### src/rtl/mem_iq_issue_scheduler_if.sv
// rtl/mem_iq_issue_scheduler_if.sv - LSU issue port handshake between scheduler and load/store unit
interface mem_iq_issue_scheduler_if #(
    parameter int MEM_IQ_WIDTH = 3
);
    logic                    issue_valid;
    logic [MEM_IQ_WIDTH-1:0] issue_idx;
    logic                    issue_is_store;
    logic                    issue_ready;

    modport master (
        output issue_valid,
        output issue_idx,
        output issue_is_store,
        input  issue_ready
    );

    modport slave (
        input  issue_valid,
        input  issue_idx,
        input  issue_is_store,
        output issue_ready
    );
endinterface

### src/rtl/mem_iq_issue_scheduler.sv
// rtl/mem_iq_issue_scheduler.sv - store-first, starvation-aware issue scheduler for the 8-entry MEM issue queue
module mem_iq_issue_scheduler #(
    parameter int MEM_IQ_NUM   = 8,
    parameter int MEM_IQ_WIDTH = 3,
    parameter int CNT_W        = 4,
    parameter int STARVE_LIMIT = 12
) (
    input  logic                       clk,
    input  logic                       rst,
    input  logic                       flush,
    input  logic [MEM_IQ_NUM-1:0]      entry_alloc,
    input  logic [MEM_IQ_NUM-1:0]      entry_ready,
    input  logic [MEM_IQ_NUM-1:0]      entry_is_store,
    input  logic                       sb_full,
    input  logic                       issue_lock,
    mem_iq_issue_scheduler_if.master   issue
);
    typedef enum logic {
        S_IDLE  = 1'b0,
        S_OFFER = 1'b1
    } state_t;

    state_t                              state_q, state_d;
    logic [MEM_IQ_WIDTH-1:0]             idx_q;
    logic                                is_store_q;
    logic [MEM_IQ_NUM-1:0][CNT_W-1:0]    wait_cnt;
    logic [MEM_IQ_NUM-1:0][CNT_W-1:0]    wait_cnt_d;

    logic                                offer_valid;
    logic                                fire;
    logic                                load_en;
    logic [MEM_IQ_NUM-1:0]               eligible;
    logic [MEM_IQ_NUM-1:0]               starving;
    logic                                sel_valid;
    logic [MEM_IQ_WIDTH-1:0]             sel_idx;
    logic                                sel_starve_hit;
    logic                                sel_store_hit;
    logic [MEM_IQ_WIDTH-1:0]             starve_idx;
    logic [MEM_IQ_WIDTH-1:0]             store_idx;
    logic [MEM_IQ_WIDTH-1:0]             load_idx;

    assign offer_valid          = (state_q == S_OFFER);
    assign fire                 = offer_valid & issue.issue_ready;
    assign issue.issue_valid    = offer_valid;
    assign issue.issue_idx      = idx_q;
    assign issue.issue_is_store = is_store_q;

    // The held offer is excluded so the entry firing this cycle is never re-picked
    // before the IQ drops its ready bit.
    always_comb begin
        for (int i = 0; i < MEM_IQ_NUM; i++) begin
            eligible[i] = entry_ready[i]
                        & ~(offer_valid && (idx_q == MEM_IQ_WIDTH'(i)))
                        & ~(entry_is_store[i] & sb_full);
            starving[i] = eligible[i] && (wait_cnt[i] == CNT_W'(STARVE_LIMIT));
        end
    end

    // Descending scan so the lowest matching index is the last one written.
    always_comb begin
        sel_starve_hit = 1'b0;
        sel_store_hit  = 1'b0;
        starve_idx     = '0;
        store_idx      = '0;
        load_idx       = '0;
        for (int i = MEM_IQ_NUM - 1; i >= 0; i--) begin
            if (starving[i]) begin
                sel_starve_hit = 1'b1;
                starve_idx     = MEM_IQ_WIDTH'(i);
            end
            if (eligible[i] && entry_is_store[i]) begin
                sel_store_hit = 1'b1;
                store_idx     = MEM_IQ_WIDTH'(i);
            end
            if (eligible[i] && !entry_is_store[i]) begin
                load_idx = MEM_IQ_WIDTH'(i);
            end
        end
        sel_valid = |eligible;
        if (sel_starve_hit) begin
            sel_idx = starve_idx;
        end else if (sel_store_hit) begin
            sel_idx = store_idx;
        end else begin
            sel_idx = load_idx;
        end
    end

    always_comb begin
        state_d = state_q;
        load_en = 1'b0;
        case (state_q)
            S_IDLE: begin
                if (sel_valid && !issue_lock) begin
                    load_en = 1'b1;
                    state_d = S_OFFER;
                end
            end
            S_OFFER: begin
                if (fire) begin
                    if (sel_valid && !issue_lock) begin
                        load_en = 1'b1;
                    end else begin
                        state_d = S_IDLE;
                    end
                end else if (is_store_q && sb_full) begin
                    // A store stuck behind a full store buffer would block every load.
                    state_d = S_IDLE;
                end
            end
            default: state_d = S_IDLE;
        endcase
    end

    always_ff @(posedge clk) begin
        if (rst || flush) begin
            state_q    <= S_IDLE;
            idx_q      <= '0;
            is_store_q <= 1'b0;
        end else begin
            state_q <= state_d;
            if (load_en) begin
                idx_q      <= sel_idx;
                is_store_q <= entry_is_store[sel_idx];
            end
        end
    end

    always_comb begin
        for (int i = 0; i < MEM_IQ_NUM; i++) begin
            wait_cnt_d[i] = wait_cnt[i];
            if (entry_alloc[i]) begin
                wait_cnt_d[i] = '0;
            end else if (load_en && (sel_idx == MEM_IQ_WIDTH'(i))) begin
                wait_cnt_d[i] = '0;
            end else if (offer_valid && (idx_q == MEM_IQ_WIDTH'(i))) begin
                wait_cnt_d[i] = wait_cnt[i];
            end else if (entry_ready[i] && (wait_cnt[i] != CNT_W'(STARVE_LIMIT))) begin
                wait_cnt_d[i] = wait_cnt[i] + CNT_W'(1);
            end
        end
    end

    always_ff @(posedge clk) begin
        if (rst || flush) begin
            wait_cnt <= '0;
        end else begin
            wait_cnt <= wait_cnt_d;
        end
    end
endmodule

### src/flat_wrapper.sv
// flat-port wrapper written by rule: the top's interface ports become plain ports
module mem_iq_issue_scheduler_flat 
#(
    parameter int MEM_IQ_NUM   = 8,
    parameter int MEM_IQ_WIDTH = 3,
    parameter int CNT_W        = 4,
    parameter int STARVE_LIMIT = 12
)
  (clk, rst, flush, entry_alloc, entry_ready, entry_is_store, sb_full, issue_lock, issue_issue_valid, issue_issue_idx, issue_issue_is_store, issue_issue_ready);
  mem_iq_issue_scheduler_if #(.MEM_IQ_WIDTH(MEM_IQ_WIDTH)) issue_i ();
  input  logic clk;
  input  logic rst;
  input  logic flush;
  input  logic [MEM_IQ_NUM-1:0] entry_alloc;
  input  logic [MEM_IQ_NUM-1:0] entry_ready;
  input  logic [MEM_IQ_NUM-1:0] entry_is_store;
  input  logic sb_full;
  input  logic issue_lock;
  output wire logic [$bits(issue_i.issue_valid)-1:0] issue_issue_valid;
  output wire logic [$bits(issue_i.issue_idx)-1:0] issue_issue_idx;
  output wire logic [$bits(issue_i.issue_is_store)-1:0] issue_issue_is_store;
  input wire logic [$bits(issue_i.issue_ready)-1:0] issue_issue_ready;
  assign issue_issue_valid = issue_i.issue_valid;
  assign issue_issue_idx = issue_i.issue_idx;
  assign issue_issue_is_store = issue_i.issue_is_store;
  assign issue_i.issue_ready = issue_issue_ready;
  mem_iq_issue_scheduler #(.MEM_IQ_NUM(MEM_IQ_NUM), .MEM_IQ_WIDTH(MEM_IQ_WIDTH), .CNT_W(CNT_W), .STARVE_LIMIT(STARVE_LIMIT)) u_core (.clk(clk), .rst(rst), .flush(flush), .entry_alloc(entry_alloc), .entry_ready(entry_ready), .entry_is_store(entry_is_store), .sb_full(sb_full), .issue_lock(issue_lock), .issue(issue_i));
endmodule
### config.mk
export PLATFORM = sky130hd
export DESIGN_NAME = mem_iq_issue_scheduler_flat
export DESIGN_NICKNAME = d
export VERILOG_FILES = /design/src/rtl/mem_iq_issue_scheduler_if.sv /design/src/rtl/mem_iq_issue_scheduler.sv /design/src/flat_wrapper.sv
export SDC_FILE = /design/constraint.sdc
export NUM_CORES = 1
export LEC_CHECK = 0
export CAP_MARGIN = 20
export CORE_MARGIN = 2
export CORE_UTILIZATION = 44
export CTS_CLUSTER_DIAMETER = 80
export DETAILED_ROUTE_END_ITERATION = 7
export PLACE_DENSITY = 0.69
export SLEW_MARGIN = 15
export SYNTH_ARGS = -nofsm -noshare
export SYNTH_HDL_FRONTEND = slang
export SYNTH_SLANG_ARGS = --single-unit
export TNS_END_PERCENT = 10
### constraint.sdc
create_clock -name clk -period 5.3 [get_ports clk]
set_clock_uncertainty 0.05 [all_clocks]
set_input_delay 1.06 -clock clk [delete_from_list [all_inputs] [get_ports clk]]
set_output_delay 1.06 -clock clk [all_outputs]
set_load 0.03 [all_outputs]
# Word level (Yosys, flattened, before mapping)
# Cells that the tools add are included.
# classes
magnitude_cmp	1
n_reduce_logical	79
multipliers	0
n_mux	50
shifts	0
n_eq_ne	30
bitwise	42
n_addsub	8
div	0
# op_table
operator	count
2-to-1 mux 3 bit	26
logical AND 1 bit	50
adder 4 x 1 -> 4 bit, second input constant	8
== test 4 bit, second input constant	8
!= test 4 bit, second input constant	8
AND 1 bit	25
== test 3 bit, second input constant	8
OR reduction 3 bit	8
2-to-1 mux 1 bit	21
inverter 1 bit	17
AND reduction 2 bit	8
== test 3 x 2 -> 1 bit, second input constant	4
logical NOT 1 bit	9
OR reduction 8 bit	1
== test 3 x 1 -> 1 bit, second input constant	2
logical NOT 3 bit	2
less-than comparator 3 x 4 -> 1 bit, second input constant	1
case mux 1 bit (2 select lines)	2
binary-select mux 1 bit (select 3 bit)	1
logical OR 1 bit	1
# totals
mem_bits_rw	0
wordCells	221
inputBits	30
mem_count	0
output_inout_bits	5
register_bits	37
latchBits	0
rom_bits	0

# Logic depth before layout (Yosys ltp)
# logic_depth
ltp_word	19
depth_mapped	12
depth_no_buf	11

# Least setup slack after synthesis
# Ideal clock, no wire load.
# synth_path
path_kind	input to register
from	in entry_is_store[5]
to	reg u_core.is_store_q (netlist: u_core.issue.issue_is_store)
setup_time_ps	115
path_slack_ps	1987
t_required_ps	5135
cell_stages	8
t_arrival_ps	3148
cell_sequence	and2_1 > a32o_1 > o41ai_2 > o21ai_1 > a31oi_1 > mux2_2 > a221o_1 > o21ba_1
# synth_between
elab_chain_len	14
elab_cells_between_ends	46
classes_between	mux (37); bitwise (3); reduce/logical (6)
# synth_lines
item	line_no	source
from (decl)	flat_wrapper.sv:16	input logic [MEM_IQ_NUM-1:0] entry_is_store;
AND 1 bit	mem_iq_issue_scheduler.sv:54	& ~(entry_is_store[i] & sb_full);
inverter 1 bit	mem_iq_issue_scheduler.sv:54	
AND 1 bit	mem_iq_issue_scheduler.sv:54	
logical AND 1 bit (on tied branches)	mem_iq_issue_scheduler.sv:75, mem_iq_issue_scheduler.sv:71	
2-to-1 mux 3 bit (tied with other cells) (6 in a row)	mem_iq_issue_scheduler.sv:75	if (eligible[i] && !entry_is_store[i]) begin
2-to-1 mux 3 bit	mem_iq_issue_scheduler.sv:82	end else if (sel_store_hit) begin
2-to-1 mux 3 bit	mem_iq_issue_scheduler.sv:80	if (sel_starve_hit) begin
binary-select mux 1 bit (select 3 bit)	mem_iq_issue_scheduler.sv:124	is_store_q <= entry_is_store[sel_idx];
2-to-1 mux 1 bit (not written as such)	mem_iq_issue_scheduler.sv:124	
to (signal assigned)	mem_iq_issue_scheduler.sv:124	
to (decl)	mem_iq_issue_scheduler.sv:25	logic is_store_q;
# Parallel ways exist; a longest one is shown, timed or not. The select of a mux whose other input is x is not followed.
# A chain may end at the register's enable or synchronous reset.

# Worst setup path after layout
# Same ends and word-level chain as after synthesis.

==> impl_metrics.env <==
export IMPL_pre_cts_ws_ns=1.15
export IMPL_die_x_um=81.5
export IMPL_postRouteAntennaNets=0
export IMPL_finalWorstSetupSlack_ns=1.41
export IMPL_dpl_cell_count=423
export IMPL_intPower_uw=434
export IMPL_p_sw_uw=180
export IMPL_final_nets=401
export IMPL_ys_seq_elements=37
export IMPL_cts_hold_buffers=0
export IMPL_synth_xor_area_share_pct=7.95
export IMPL_tns_ns=0
export IMPL_viasPerCell=5.61
export IMPL_synth_area_top_cells="dfxtp_1, ha_1, nor2_1, xor2_1, nand2_1"
export IMPL_cts_resized=0
export IMPL_peakVddDrop_mv=0.117
export IMPL_syn_area_um2=2640
export IMPL_insertion_delay_ns=0.29
export IMPL_htreeDepth=2
export IMPL_path_max_fanout=7
export IMPL_grt_pass1_vias=2216
export IMPL_worstHoldStart="u_core.wait_cnt[23]$_SDFFE_PP0P_"
export IMPL_cts_buffers=5
export IMPL_finalHoldViolations=0
export IMPL_timing_rr_start="u_core.issue.issue_valid$_SDFF_PP0_"
export IMPL_fp_coreArea_um2=5850
export IMPL_holdPathEnd="u_core.wait_cnt[23]$_SDFFE_PP0P_"
export IMPL_synth_top_area_share_pct=28.0
export IMPL_slew_violations=0
export IMPL_antenna_found_initial=0
export IMPL_cts_buffer_depth=2
export IMPL_portBuffers=34
export IMPL_async_flop_share_pct=0
export IMPL_worst_setup_path_type="primary input to register"
export IMPL_slew_headroom_pct=56.1
export IMPL_finalCriticalPeriod_ns=3.89
export IMPL_drt_initial_drc_count=204
export IMPL_maxCapViolCount=0
export IMPL_r2r_cells=8
export IMPL_p_total_uw=614
export IMPL_synth_area_mux_share_pct=5.92
export IMPL_synth_adder_area_share_pct=7.58
export IMPL_ys_seq_area_share_pct=28.0
export IMPL_setup_violations=0
export IMPL_n_fill_cell=538
export IMPL_synth_compound_area_share_pct=15.5
export IMPL_synth_area_leader_cell="dfxtp_1"
export IMPL_yosys_area_share_simple_pct=30.0
export IMPL_power_frac_seq_pct=47.5
export IMPL_syn2layout_area_growth_pct=17.7
export IMPL_post_drt_wl_per_cell_um=14.7
export IMPL_rsz0062_at_grt="no"
export IMPL_grt_pass1_wl_um=10200
export IMPL_setup_worst_path_start_class="primary input"
export IMPL_tritoncts="built"
export IMPL_outcome="completed"
export IMPL_antennaDiodeCount=0
export IMPL_die_height_um=81.5
export IMPL_pwr_share_clk_pct=32.0
export IMPL_powerDensity_nw_per_um2=197
export IMPL_vias=2416
export IMPL_dr_pass1_iters=4
export IMPL_synth_ff_type="dfxtp_1"
export IMPL_fmax_ghz=0.257
export IMPL_synth_fp_nets=367
export IMPL_period_share_pct=73.4
export IMPL_p_comb_share_pct=20.5
export IMPL_initial_utilization_pct=45.2
export IMPL_worst_pin_slew_ns=0.657
export IMPL_io_pins=35
export IMPL_swShare_pct=29.3
export IMPL_place_congestion=1.01
export IMPL_synth_edf_count=0
export IMPL_leakage_nw=1.24
export IMPL_clockRootBuffer="clkbuf_8"
export IMPL_r2r_end="u_core.issue.issue_is_store$_SDFFE_PP0P_"
export IMPL_hold_path_class="register to register"
export IMPL_drt_total_wl_um=6350
export IMPL_instances_no_fill=431
export IMPL_drc=0
export IMPL_synth_warning_count=0
export IMPL_synth_top_family_by_area="simple AND/OR/NAND/NOR gates"
export IMPL_clk_pin_slew_ns=0.08
export IMPL_hold_path_depth=2
export IMPL_rows=28
export IMPL_grt_use_total_pct=19.9
export IMPL_drive_gt1_share_pct=7.58
export IMPL_grt_max_degree=17
export IMPL_r2r_setup_slack_ns=1.77
export IMPL_cp_required_ns=5.44
export IMPL_dp_hpwl_um=4870
export IMPL_grt_overflow=0
export IMPL_die_area_um2=6640
export IMPL_cts_sinks=37
export IMPL_endpoint_kind="register"
export IMPL_synth_cells=321
export IMPL_syn_avg_cell_area_um2=8.23
export IMPL_synth_cell_type_count=59
export IMPL_post_cts_buffers=0
export IMPL_cp_arrival_ns=4.03
## cells in the mapped netlist (all sizes together), types with 5 or more instances
master	count
and3	9
o21ai	9
nand4	16
inv	21
mux2i	10
a211o	8
xor2	16
xnor2	8
nor2	54
buf	5
ha	16
mux2	5
nand2	35
o22ai	5
dfxtp	37
## power by group through the flow
stage / Sequential (mW) / Combinational (mW) / Clock [mW]
global route: 0.292 / 0.137 / 0.218
finish: 0.291 / 0.126 / 0.197
global placement: 0.297 / 0.124 / 0
detailed placement: 0.298 / 0.124 / 0
floorplan: 0.296 / 0.0798 / 0
CTS: 0.291 / 0.125 / 0.202
## how the worst max path moves through the flow
stage | start | to
2_1_floorplan | entry_is_store[5] | u_core.issue.issue_is_store$_SDFFE_PP0P_
3_3_place_gp | entry_is_store[5] | u_core.issue.issue_is_store$_SDFFE_PP0P_
3_5_place_dp | entry_is_store[5] | u_core.issue.issue_is_store$_SDFFE_PP0P_
4_1_cts | entry_is_store[5] | u_core.issue.issue_is_store$_SDFFE_PP0P_
5_1_grt | sb_full | u_core.issue.issue_is_store$_SDFFE_PP0P_
6_report | entry_is_store[5] | u_core.issue.issue_is_store$_SDFFE_PP0P_
## critical path: stages
cell and delay (ns):
clkdlybuf4s50_1 0.53, and2_1 0.23, a32o_1 0.25, o41ai_2 0.44, o21ai_1 0.16, a31oi_1 0.50, mux2_2 0.40, a221o_1 0.29
o21ba_1 0.18
## state kept, by name, summed over array words and instances, names as in the netlist
signal and cells:
u_core.wait_cnt 32, u_core.issue.issue_idx 3, u_core.issue.issue_is_store 1, u_core.issue.issue_valid 1
## routing by layer
metal | part of all wire, % | global-route usage [%]
met1 | 45 | 26.2
met2 | 47 | 32.6
met3 | 6.9 | 3.85
met4 | 1.2 | 6.44
met5 | 0 | 0
## placed cells by master (no fill, tap or decap), types with 4 or more instances in the layout
master / netlist / final
nand4_1: 15 / 15
clkbuf_8: 0 / 5
nand2_1: 35 / 35
mux2i_1: 10 / 10
clkdlybuf4s50_1: 0 / 34
and3_1: 9 / 9
and2_1: 4 / 4
mux2_2: 4 / 4
ha_1: 16 / 16
dfxtp_1: 37 / 37
xor2_1: 16 / 16
o22ai_1: 5 / 5
inv_1: 21 / 21
a211o_1: 8 / 8
o21ai_0: 8 / 8
xnor2_1: 8 / 8
nor2_1: 53 / 53
## cells by family after synthesis
kind of cell               Yosys count
AOI/OAI and AO/OA                   52
xor gates and xnor gates            24
adders and majority gates           16
buffers and inverters               28
DFF                                 37
muxes                               15
and+or+nand+nor                    149
## layout make-up
cell class                 count  area, um^2  area share [%]
multi-input combinational    256        1770            56.9
sequential                    37         741            23.8
timing repair buffer          34         340            10.9
tap                           75        93.8            3.02
clock buffer                   5        68.8            2.21
clock inverter                 3        17.5           0.563
inverter                      21        78.8            2.53
## through the flow
step | utilization [%] | hold WS (ns) | area (um^2)
finish | 53.2 | 0.464 | 3110
detailed placement | 51.7 | 0.442 | 3020
global route | 53.2 | 0.488 | 3110
CTS | 53.2 | 0.466 | 3110
global placement | 51.7 | 0.433 | 3020
floorplan | - | 0.421 | 2640
Note: power is estimated with default switching activity, not from simulation.
